--- config.mk ---
export PLATFORM = sky130hd
export DESIGN_NAME = res_mem_arbiter
export DESIGN_NICKNAME = d
export VERILOG_FILES = /design/src/rtl/res_arb_pkg.sv /design/src/rtl/arb_rr2.sv /design/src/rtl/res_mem_arbiter.sv
export SDC_FILE = /design/constraint.sdc
export NUM_CORES = 1
export LEC_CHECK = 0
export ABC_AREA = 1
export BUFFER_PORTS_ARGS = -buffer_cell sky130_fd_sc_hd__buf_2
export CAP_MARGIN = 20
export CORE_ASPECT_RATIO = 0.6
export CORE_MARGIN = 8
export CORE_UTILIZATION = 48
export DETAILED_ROUTE_END_ITERATION = 8
export GPL_ROUTABILITY_DRIVEN = 0
export PLACE_DENSITY = 0.92
export SYNTH_ARGS = -nofsm -noshare
export SYNTH_HDL_FRONTEND = slang
export SYNTH_SLANG_ARGS = --single-unit
--- constraint.sdc ---
create_clock -name clk -period 2.7 [get_ports clk]
set_input_delay 0.54 -clock clk [delete_from_list [all_inputs] [get_ports clk]]
set_output_delay 0.54 -clock clk [all_outputs]
set_load 0.02 [all_outputs]
--- src/rtl/res_arb_pkg.sv ---
// Shared types and widths for the result-RAM arbiter.
//   RES_ADDR_W / RES_DATA_W : geometry of the 16384 x 8 result RAM
//   arb_state_t             : arbiter FSM (free arbitration, or owned by port 0 / port 1)
package res_arb_pkg;
    localparam int RES_ADDR_W = 14;
    localparam int RES_DATA_W = 8;

    typedef enum logic [1:0] {
        ARB  = 2'd0,
        OWN0 = 2'd1,
        OWN1 = 2'd2
    } arb_state_t;
endpackage

--- src/rtl/arb_rr2.sv ---
// Combinational two-way round-robin picker.
//   i_valid    [1:0] requests
//   i_last_gnt       port granted most recently (loses a tie)
//   i_mask     [1:0] ports eligible this cycle
//   o_gnt      [1:0] one-hot grant, zero when nothing eligible
module arb_rr2 (
    input  logic [1:0] i_valid,
    input  logic       i_last_gnt,
    input  logic [1:0] i_mask,
    output logic [1:0] o_gnt
);
    logic [1:0] w_req;

    assign w_req = i_valid & i_mask;

    always_comb begin
        o_gnt = w_req;
        if (w_req == 2'b11)
            o_gnt = i_last_gnt ? 2'b01 : 2'b10;
    end
endmodule

--- src/rtl/res_mem_arbiter.sv ---
// Shares the single-port result RAM between the distance-transform engine
// (port 0) and the host readout dumper (port 1).
//   clk, reset            clock, async active-high reset
//   req_valid/wr/lock[2]  per-port request, write flag, hold-ownership flag
//   req_addr0/1, req_wdata0/1  per-port address / write data
//   req_ready[2]          combinational accept
//   rd_valid[2], rd_data  read return, shared data bus (= res_di)
//   res_rd/wr/addr/do     registered RAM command, res_di RAM read data
module res_mem_arbiter
    import res_arb_pkg::*;
#(
    parameter int ADDR_W   = RES_ADDR_W,
    parameter int DATA_W   = RES_DATA_W,
    parameter int LOCK_MAX = 16
) (
    input  logic              clk,
    input  logic              reset,
    input  logic [1:0]        req_valid,
    input  logic [1:0]        req_wr,
    input  logic [1:0]        req_lock,
    input  logic [ADDR_W-1:0] req_addr0,
    input  logic [ADDR_W-1:0] req_addr1,
    input  logic [DATA_W-1:0] req_wdata0,
    input  logic [DATA_W-1:0] req_wdata1,
    output logic [1:0]        req_ready,
    output logic [1:0]        rd_valid,
    output logic [DATA_W-1:0] rd_data,
    output logic              res_rd,
    output logic              res_wr,
    output logic [ADDR_W-1:0] res_addr,
    output logic [DATA_W-1:0] res_do,
    input  logic [DATA_W-1:0] res_di
);
    localparam int CNT_W = (LOCK_MAX > 2) ? $clog2(LOCK_MAX) : 1;

    arb_state_t        r_state, w_state_nx;
    logic [CNT_W-1:0]  r_cnt, w_cnt_nx;
    logic              r_last_gnt, w_last_nx;
    logic              r_res_rd, r_res_wr, r_port;
    logic [ADDR_W-1:0] r_res_addr;
    logic [DATA_W-1:0] r_res_do;
    logic [1:0]        r_rd_valid;

    logic [1:0]        w_mask, w_gnt;
    logic              w_acc, w_port, w_wr, w_lock, w_force;
    logic [ADDR_W-1:0] w_addr;
    logic [DATA_W-1:0] w_wdata;

    always_comb begin
        case (r_state)
            OWN0:    w_mask = 2'b01;
            OWN1:    w_mask = 2'b10;
            default: w_mask = 2'b11;
        endcase
    end

    arb_rr2 u_rr (
        .i_valid    (req_valid),
        .i_last_gnt (r_last_gnt),
        .i_mask     (w_mask),
        .o_gnt      (w_gnt)
    );

    assign req_ready = w_gnt;
    assign w_acc     = |w_gnt;
    assign w_port    = w_gnt[1];
    assign w_wr      = req_wr[w_port];
    assign w_lock    = req_lock[w_port];
    assign w_addr    = w_port ? req_addr1  : req_addr0;
    assign w_wdata   = w_port ? req_wdata1 : req_wdata0;

    // Last owned cycle: release regardless of the owner's lock request.
    assign w_force = (r_state != ARB) && (r_cnt == CNT_W'(LOCK_MAX - 1));

    always_comb begin
        w_state_nx = r_state;
        w_cnt_nx   = r_cnt;
        w_last_nx  = w_acc ? w_port : r_last_gnt;
        if (r_state == ARB) begin
            if (w_acc && w_lock) begin
                w_state_nx = w_port ? OWN1 : OWN0;
                w_cnt_nx   = '0;
            end
        end else if (w_force) begin
            w_state_nx = ARB;
            w_cnt_nx   = '0;
            w_last_nx  = (r_state == OWN1);
        end else if (w_acc && !w_lock) begin
            w_state_nx = ARB;
            w_cnt_nx   = '0;
        end else begin
            w_cnt_nx   = r_cnt + 1'b1;
        end
    end

    always_ff @(posedge clk or posedge reset) begin
        if (reset) begin
            r_state    <= ARB;
            r_cnt      <= '0;
            r_last_gnt <= 1'b1;
            r_res_rd   <= 1'b0;
            r_res_wr   <= 1'b0;
            r_port     <= 1'b0;
            r_res_addr <= '0;
            r_res_do   <= '0;
            r_rd_valid <= 2'b00;
        end else begin
            r_state    <= w_state_nx;
            r_cnt      <= w_cnt_nx;
            r_last_gnt <= w_last_nx;
            r_res_rd   <= w_acc && !w_wr;
            r_res_wr   <= w_acc && w_wr;
            if (w_acc) begin
                r_port     <= w_port;
                r_res_addr <= w_addr;
                if (w_wr)
                    r_res_do <= w_wdata;
            end
            // RAM returns data the cycle after res_rd; tag it with the issuing port.
            r_rd_valid <= r_res_rd ? (r_port ? 2'b10 : 2'b01) : 2'b00;
        end
    end

    assign res_rd   = r_res_rd;
    assign res_wr   = r_res_wr;
    assign res_addr = r_res_addr;
    assign res_do   = r_res_do;
    assign rd_valid = r_rd_valid;
    assign rd_data  = res_di;
endmodule
==> flow_metrics.tcl, run 1 <==
set metrics [dict create \
    worst_setup_hold_path_clk_slew_ns 0.07 \
    cp_common_cell "inv_1" \
    wl_um 4540 \
    overflow 0 \
    ys_warn_count 0 \
    fillers 342 \
    crit_arrival_ns 1.75 \
    postRouteAntennaNets 0 \
    mappedNetlistArea_um2 1780 \
    cpPeakStageDelay_ns 0.43 \
    hold_buffers 0 \
    fmax_ghz 0.437 \
    stdcell_count 347 \
    dpl.hpwl_um 3500 \
    synth_area_leaders "dfrtp_1, nand2_1, nand3_1" \
    netlist_instances 226 \
    cts.path.max_buffers 2 \
    rsz0062_at_grt "no" \
    clock_skew_ns 0.00478 \
    hold_viol_final 0 \
    area_delta_synth_final_pct 25.6 \
    synth_seq_cells 34 \
    numCtsBuffers 5 \
    critPathKind "reg -> out" \
    postCtsSetupBuffers 0 \
    r2r_slack_ns 1.03 \
    r2r-end "res_do[0]" \
    multi_input_area_um2 741 \
    dp.cells 339 \
    avgViaCountPerCell 4.82 \
    fin_crit_sh 0.848 \
    grt_max_degree 27 \
    die_width_um 94.7 \
    io_buffers 79 \
    drc 0 \
    path_cells "inv_1 -> nand2_1 -> nand2_1 -> inv_1 -> o21ai_0 -> inv_1 -> buf_2" \
    hold_path_class "in -> async" \
    wl_per_cell_um 13.1 \
    firstDrtPassIters 4 \
    first_iter_violations 49 \
    vias 1672 \
    r2r_start "r_state[0]" \
    tns_ns 0 \
    cts_max_level 2 \
    layout_common_cells "nand2_1, buf_2, nand3_1" \
    reg2reg_depth 10 \
    dieHeight_um 63.2 \
    fin_nets 360 \
    start_util 0.493 \
    ctsRootBufferMaster "clkbuf_8" \
    regArea_um2 852 \
    clock_latency_ns 0.28 \
    crit_family "buffers and inverters" \
    max-cap-violations 0 \
    maxSlewViolCount 0 \
    pwr_density_cell_nw_per_um2 993 \
    netlist-cell-type-count 21 \
    cts_sinks 34 \
    yosysTopAreaCellShare 0.463 \
    end_kind "output pin" \
    dieArea_um2 5980 \
    leakage_nw 1.32 \
    antenna_cells 0 \
    slew_headroom 0.669 \
    slowest_stage "dfrtp_1" \
    setup_viol 0 \
    first_global_vias 1690 \
    grt_first_pass_wirelength_um 7520 \
    period_needed_ns 2.29 \
    peakVddDrop_v 0.000573 \
    cp_max_fo 15 \
    syn_nets 287 \
    cts-resized-gates 0 \
    cts_tree "built" \
    avgSynthCellArea_um2 7.89 \
    cp.required_ns 2.16 \
    synth_largest_area_cell "dfrtp_1" \
    seq_area_frac_synth 0.478 \
    placementRows 17 \
    num_io_pins 96 \
    grt_usage 0.154 \
    worst_pin_slew_ns 0.496 \
    coreArea_um2 3620 \
    final_common_cell "nand2_1" \
    drive_gt1_frac 0.343 \
    path_buf_inv 4 \
    grt_antenna_before_repair 0 \
    cp-start-kind "flop" \
    status "finished, final reports clean" \
]
-- state kept, by name, indices dropped and copies added, names as in the netlist --
| name | flops |
|---|---|
| r_state | 2 |
| res_do | 8 |
| res_rd | 1 |
| res_addr | 14 |
| res_wr | 1 |
| rd_valid | 2 |
| r_last_gnt | 1 |
| r_port | 1 |
| r_cnt | 4 |
-- routing by layer --
| metal | part of all wire | GRT usage | vias up |
|---|---|---|---|
| li1 | - | - | 854 |
| met1 | 0.44 | 0.182 | 754 |
| met2 | 0.44 | 0.249 | 57 |
| met3 | 0.10 | 0.0650 | 7 |
| met4 | 0.011 | 0.0464 | 0 |
| met5 | 0 | 0 | - |
-- report_power, final --
| group | internal (mW) | switching (mW) |
|---|---|---|
| Clock | 0.205 | 0.176 |
| Combinational | 0.327 | 0.685 |
| Sequential | 0.716 | 0.114 |
-- cells by family after synthesis --
logic type | Yosys count | share of synthesized area
compound gates | 13 | 0.0491
xor+xnor | 2 | 0.00983
fa+ha+maj | 1 | 0.00702
buf+inv | 36 | 0.107
flops | 34 | 0.478
mux | 1 | 0.00561
simple gates | 139 | 0.344
-- worst register-to-register path: cells and delay by family, from the launching register on --
family / cells / cell delay, ns
buf+inv: 3 / 0.40
simple gates: 7 / 0.71
flops: 1 / 0.43
-- Yosys cell counts (all sizes together) --
library cell	number
nand4	2
ha	1
nand3	38
buf	16
nand2	93
a21oi	1
xor2	2
o21ai	12
dfstp	1
nor2	6
dfrtp	33
mux2i	1
clkinv	1
inv	19
-- cell type report --
type,count,area share
Sequential cell,34,0.380
Multi-Input combinational cell,156,0.331
Timing Repair Buffer,82,0.187
Clock buffer,6,0.0369
Inverter,20,0.0335
Tap cell,47,0.0263
Clock inverter,2,0.00559
-- through the flow --
step	utilization	setup WS, ns	cell area [um2]	hold slack [ns]	power (mW)
5_1_grt	0.619	0.210	2240	0.320	2.39
4_1_cts	0.619	0.388	2240	0.277	2.25
2_1_floorplan	-	0.975	1780	0.422	1.55
3_5_place_dp	0.593	0.678	2140	0.438	1.86
3_3_place_gp	0.593	0.720	2140	0.442	1.82
6_report	0.619	0.412	2240	0.270	2.22
-- worst max path at each step --
stage                            start            to  depth (start not counted)
final                       r_state[0]  req_ready[0]                          7
after global routing        r_state[0]  req_ready[0]                          7
after CTS                   r_state[0]  req_ready[0]                          7
after detailed placement  req_valid[0]  req_ready[0]                          6
after global placement    req_valid[0]  req_ready[0]                          6
after floorplan             r_state[0]  req_ready[0]                          7
(Power assumes the default switching activity.)
==> run 2, diff against run 1 <==
- CORE_UTILIZATION: 48 -> 40
- PLACE_DENSITY: 0.92 -> 0.83
- clock period: 2.7 -> 2 ns (I/O delays scaled with it)
==> run 2 against run 1 <==
Effect of this change:
- utilization down 7.1 points
- critical path depth down 1
- sequential cell count unchanged
==> flow_metrics.tcl, run 2 (same netlist as run 1, synthesis figures left out) <==
set metrics [dict create \
    end_kind "output pin" \
    period_needed_ns 1.85 \
    maxSlewViolCount 0 \
    grt_first_pass_wirelength_um 7490 \
    dpl.hpwl_um 3840 \
    ctsRootBufferMaster "clkbuf_8" \
    dieHeight_um 67.7 \
    start_util 0.426 \
    pwr_density_cell_nw_per_um2 1360 \
    fin_crit_sh 0.926 \
    peakVddDrop_v 0.000470 \
    grt_usage 0.136 \
    postRouteAntennaNets 0 \
    numCtsBuffers 5 \
    avgViaCountPerCell 4.73 \
    layout_common_cells "nand2_1, buf_2, nand3_1" \
    cp-start-kind "flop" \
    drive_gt1_frac 0.350 \
    first_global_vias 1640 \
    dp.cells 355 \
    clock_skew_ns 0.00642 \
    fmax_ghz 0.540 \
    grt_max_degree 35 \
    critPathKind "reg -> out" \
    status "finished, final reports clean" \
    wl_per_cell_um 13.5 \
    rsz0062_at_grt "no" \
    fillers 431 \
    setup_viol 0 \
    wl_um 4880 \
    cts.path.max_buffers 2 \
    antenna_cells 0 \
    coreArea_um2 4190 \
    cts_tree "built" \
    firstDrtPassIters 4 \
    cts_sinks 34 \
    tns_ns 0 \
    final_common_cell "nand2_1" \
    grt_antenna_before_repair 0 \
    cp_max_fo 14 \
    io_buffers 79 \
    max-cap-violations 0 \
    final_area_um2 2300 \
    die_width_um 102 \
    drc 0 \
    clock_latency_ns 0.28 \
    crit_arrival_ns 1.45 \
    cp.required_ns 1.60 \
    dieArea_um2 6920 \
    vias 1717 \
    largest_register_ffs 14 \
    hold_path_class "in -> async" \
    hold_buffers 0 \
    worst_pin_slew_ns 0.419 \
    overflow 0 \
    worst_setup_hold_path_clk_slew_ns 0.07 \
    stdcell_count 363 \
    num_io_pins 96 \
    slew_headroom 0.721 \
    placementRows 18 \
    first_iter_violations 60 \
    cts_max_level 2 \
    leakage_nw 1.35 \
    fin_nets 363 \
    area_delta_synth_final_pct 28.8 \
    placed_area_um2 2180 \
    hold_viol_final 0 \
]
-- run 2: final timing paths --
| check | from | to | slack [ns] | cells after the start |
|---|---|---|---|---|
| min in group clk | req_addr1[12] | res_addr[12] | 0.34 | 3 |
| worst max-delay path | r_state[0] | req_ready[1] | 0.15 | 6 |
| max in group asynchronous | reset | r_last_gnt | 1.47 | 3 |
| worst min register to register | r_port | rd_valid[0] | 0.46 | 1 |
| worst max register to register | r_state[0] | res_do[3] | 0.44 | 10 |
| worst min-delay path | reset | res_do[2] | 0.20 | 3 |
-- run 2: metrics by stage --
stage,hold slack (ns),total power [mW],utilization,setup slack [ns]
after floorplan,0.422,2.09,-,0.415
after global placement,0.448,2.49,0.521,0.374
after detailed placement,0.456,2.55,0.521,0.347
after CTS,0.225,3.16,0.547,0.0457
after global routing,0.254,3.36,0.548,0.0217
final,0.205,3.13,0.548,0.148
-- run 2: report_power, final --
part / switching [mW] / internal [mW] / total, mW
Sequential: 0.156 / 0.967 / 1.12
Combinational: 0.939 / 0.461 / 1.40
Clock: 0.243 / 0.366 / 0.609
-- run 2: area by class of cell --
cell class / instances / area (um2) / area share
sequential: 34 / 852 / 0.371
multi-input combinational: 156 / 746 / 0.325
clock inverter: 3 / 40.0 / 0.0174
timing repair buffer: 85 / 440 / 0.192
clock buffer: 5 / 68.8 / 0.0300
tap: 60 / 75.1 / 0.0327
inverter: 20 / 75.1 / 0.0327
-- run 2: routing by layer --
| metal | wire length [um] | track usage | up-vias |
|---|---|---|---|
| met3 | 498 | 0.0574 | 4 |
| li1 | - | - | 860 |
| met5 | 0 | 0 | - |
| met1 | 2180 | 0.169 | 793 |
| met4 | 25 | 0.0363 | 0 |
| met2 | 2180 | 0.214 | 60 |
-- run 2: worst max-delay path: stages, from the launching register on --
cell     delay, ns
dfrtp_1       0.43
inv_1         0.07
nand2_1       0.10
nand3_2       0.12
nand2_4       0.18
inv_1         0.10
buf_2         0.17
-- run 2: repair_timing --
item                       CTS  global route
setup buffers                0             0
setup endpoints to repair    0             1
gates resized for setup      0             1
hold endpoints to repair     0             0
==> run 3, diff against run 2 <==
- CELL_PAD_IN_SITES_DETAIL_PLACEMENT: not set -> 0
- CELL_PAD_IN_SITES_GLOBAL_PLACEMENT: not set -> 1
- CORE_MARGIN: 8 -> not set
- CORE_UTILIZATION: 40 -> 28
- PLACE_DENSITY: 0.83 -> 0.84
==> run 3 against run 2 <==
Effect of this change:
- sequential cell count unchanged
- combinational power about the same
- sequential power about the same
- sequential share of layout area is 0.93 points lower
- fmax decreased by 1.3%
- critical path type unchanged
==> flow_metrics.tcl, run 3 (same netlist as run 1, synthesis figures left out) <==
set metrics [dict create \
    status "finished, final reports clean" \
    p_total_mw 3.29 \
    peakVddDrop_v 0.000414 \
    critPathKind "reg -> out" \
    cp_max_fo 11 \
    dieArea_um2 6700 \
    tns_ns 0 \
    slowest_stage "dfrtp_1" \
    period_needed_ns 1.88 \
    first_global_vias 1561 \
    start_util 0.290 \
    hold_path_class "in -> async" \
    avgViaCountPerCell 4.30 \
    reg2reg_depth 9 \
    postCtsSetupBuffers 0 \
    final_common_cell "nand2_1" \
    cts_sinks 34 \
    vias 1663 \
    max-cap-violations 0 \
    cp-endpoint "req_ready[1]" \
    area_delta_synth_final_pct 32.1 \
    firstDrtPassIters 4 \
    grt_antenna_before_repair 0 \
    numCtsBuffers 5 \
    maxSlewViolCount 0 \
    worst_setup_hold_path_clk_slew_ns 0.08 \
    wl_per_cell_um 12.2 \
    coreArea_um2 6140 \
    slew_headroom 0.664 \
    path_buf_inv 3 \
    layout_common_cells "nand2_1, buf_2, nand3_1" \
    die_width_um 105 \
    worst_pin_slew_ns 0.503 \
    drc 0 \
    placementRows 22 \
    r2r_slack_ns 0.43 \
    dpl.hpwl_um 3560 \
    cts_tree "built" \
    leakage_nw 1.36 \
    cp.required_ns 1.60 \
    layout_setup_ws_ns 0.124 \
    clock_latency_ns 0.28 \
    io_buffers 79 \
    largest_register_ffs 14 \
    setup_viol 0 \
    r2r_start "r_state[0]" \
    grt_usage 0.151 \
    pwr_density_cell_nw_per_um2 1400 \
    cts.path.max_buffers 2 \
    postRouteAntennaNets 0 \
    path_cells "inv_1 -> nand2_1 -> nand3_2 -> nand2_4 -> inv_2 -> buf_2" \
    cp-start-kind "flop" \
    cpPeakStageDelay_ns 0.43 \
    end_kind "output pin" \
    overflow 0 \
    crit_family "flip-flops" \
    ctsRootBufferMaster "clkbuf_8" \
    grt_first_pass_wirelength_um 7820 \
    wl_um 4710 \
    crit_arrival_ns 1.48 \
    clock_skew_ns 0.00404 \
    cp.depth 6 \
    fin_nets 363 \
    stdcell_count 387 \
    dp.cells 379 \
    hold_viol_final 0 \
    fin_crit_sh 0.938 \
    num_io_pins 96 \
    first_iter_violations 80 \
    drive_gt1_frac 0.353 \
    cts_max_level 2 \
    rsz0062_at_grt "no" \
    fmax_ghz 0.533 \
    dp_slack_ns 0.262 \
    grt_max_degree 35 \
    cp-startpoint "r_state[0]" \
    antenna_cells 0 \
    r2r-end "r_last_gnt" \
    dieHeight_um 63.8 \
]
[run 3: final cells by class]
type	instances	area (um2)
flip-flops and latches	34	852
fillers	645	3780
repair buffers	85	440
multi-input cells	156	746
inverters	20	75.1
clock buffers	5	68.8
clock inverters	3	68.8
well taps	84	105
[run 3: per-stage QoR]
step	instance area, um2	hold WS (ns)	util
after global placement	2210	0.442	0.361
after global routing	2360	0.249	0.384
after CTS	2350	0.217	0.383
final	2360	0.205	0.384
after floorplan	1780	0.422	-
after detailed placement	2210	0.442	0.361
[run 3: per-layer routing]
metal | part of all wire | up-vias | global-route usage
li1 | - | 858 | -
met1 | 0.54 | 754 | 0.233
met2 | 0.37 | 47 | 0.191
met3 | 0.079 | 4 | 0.0520
met4 | 0.0066 | 0 | 0.0440
met5 | 0 | - | 0
[run 3: where the power goes]
| group | switching [mW] | total [mW] | leakage (nW) | internal (mW) |
|---|---|---|---|---|
| registers | 0.160 | 1.13 | 0.426 | 0.966 |
| clock network | 0.262 | 0.761 | 0.0683 | 0.499 |
| logic | 0.939 | 1.40 | 0.863 | 0.464 |
| total | 1.36 | 3.29 | 1.36 | 1.93 |
[run 3: worst register-to-register path: cells and delay by family, from the launching register on]
family	cells	cell delay, ns
AOI/OAI and AO/OA	2	0.14
buffers and inverters	2	0.48
DFF	1	0.43
and+or+nand+nor	5	0.44
[run 3: repair_timing]
action                                  4_1_cts  5_1_grt
endpoints found under the setup margin        1        1
pin swaps                                     0        0
gates resized for setup                       1        1
hold buffers                                  0        0
[run 3: how the worst min path moves through the flow]
| stage | end | slack, ns | cells after the start |
|---|---|---|---|
| 2_1_floorplan | rd_valid[0] | 0.42 | 1 |
| 3_3_place_gp | rd_valid[0] | 0.44 | 1 |
| 3_5_place_dp | rd_valid[0] | 0.44 | 1 |
| 4_1_cts | res_addr[0] | 0.22 | 3 |
| 6_report | res_addr[0] | 0.20 | 3 |
| 5_1_grt | res_addr[0] | 0.25 | 3 |
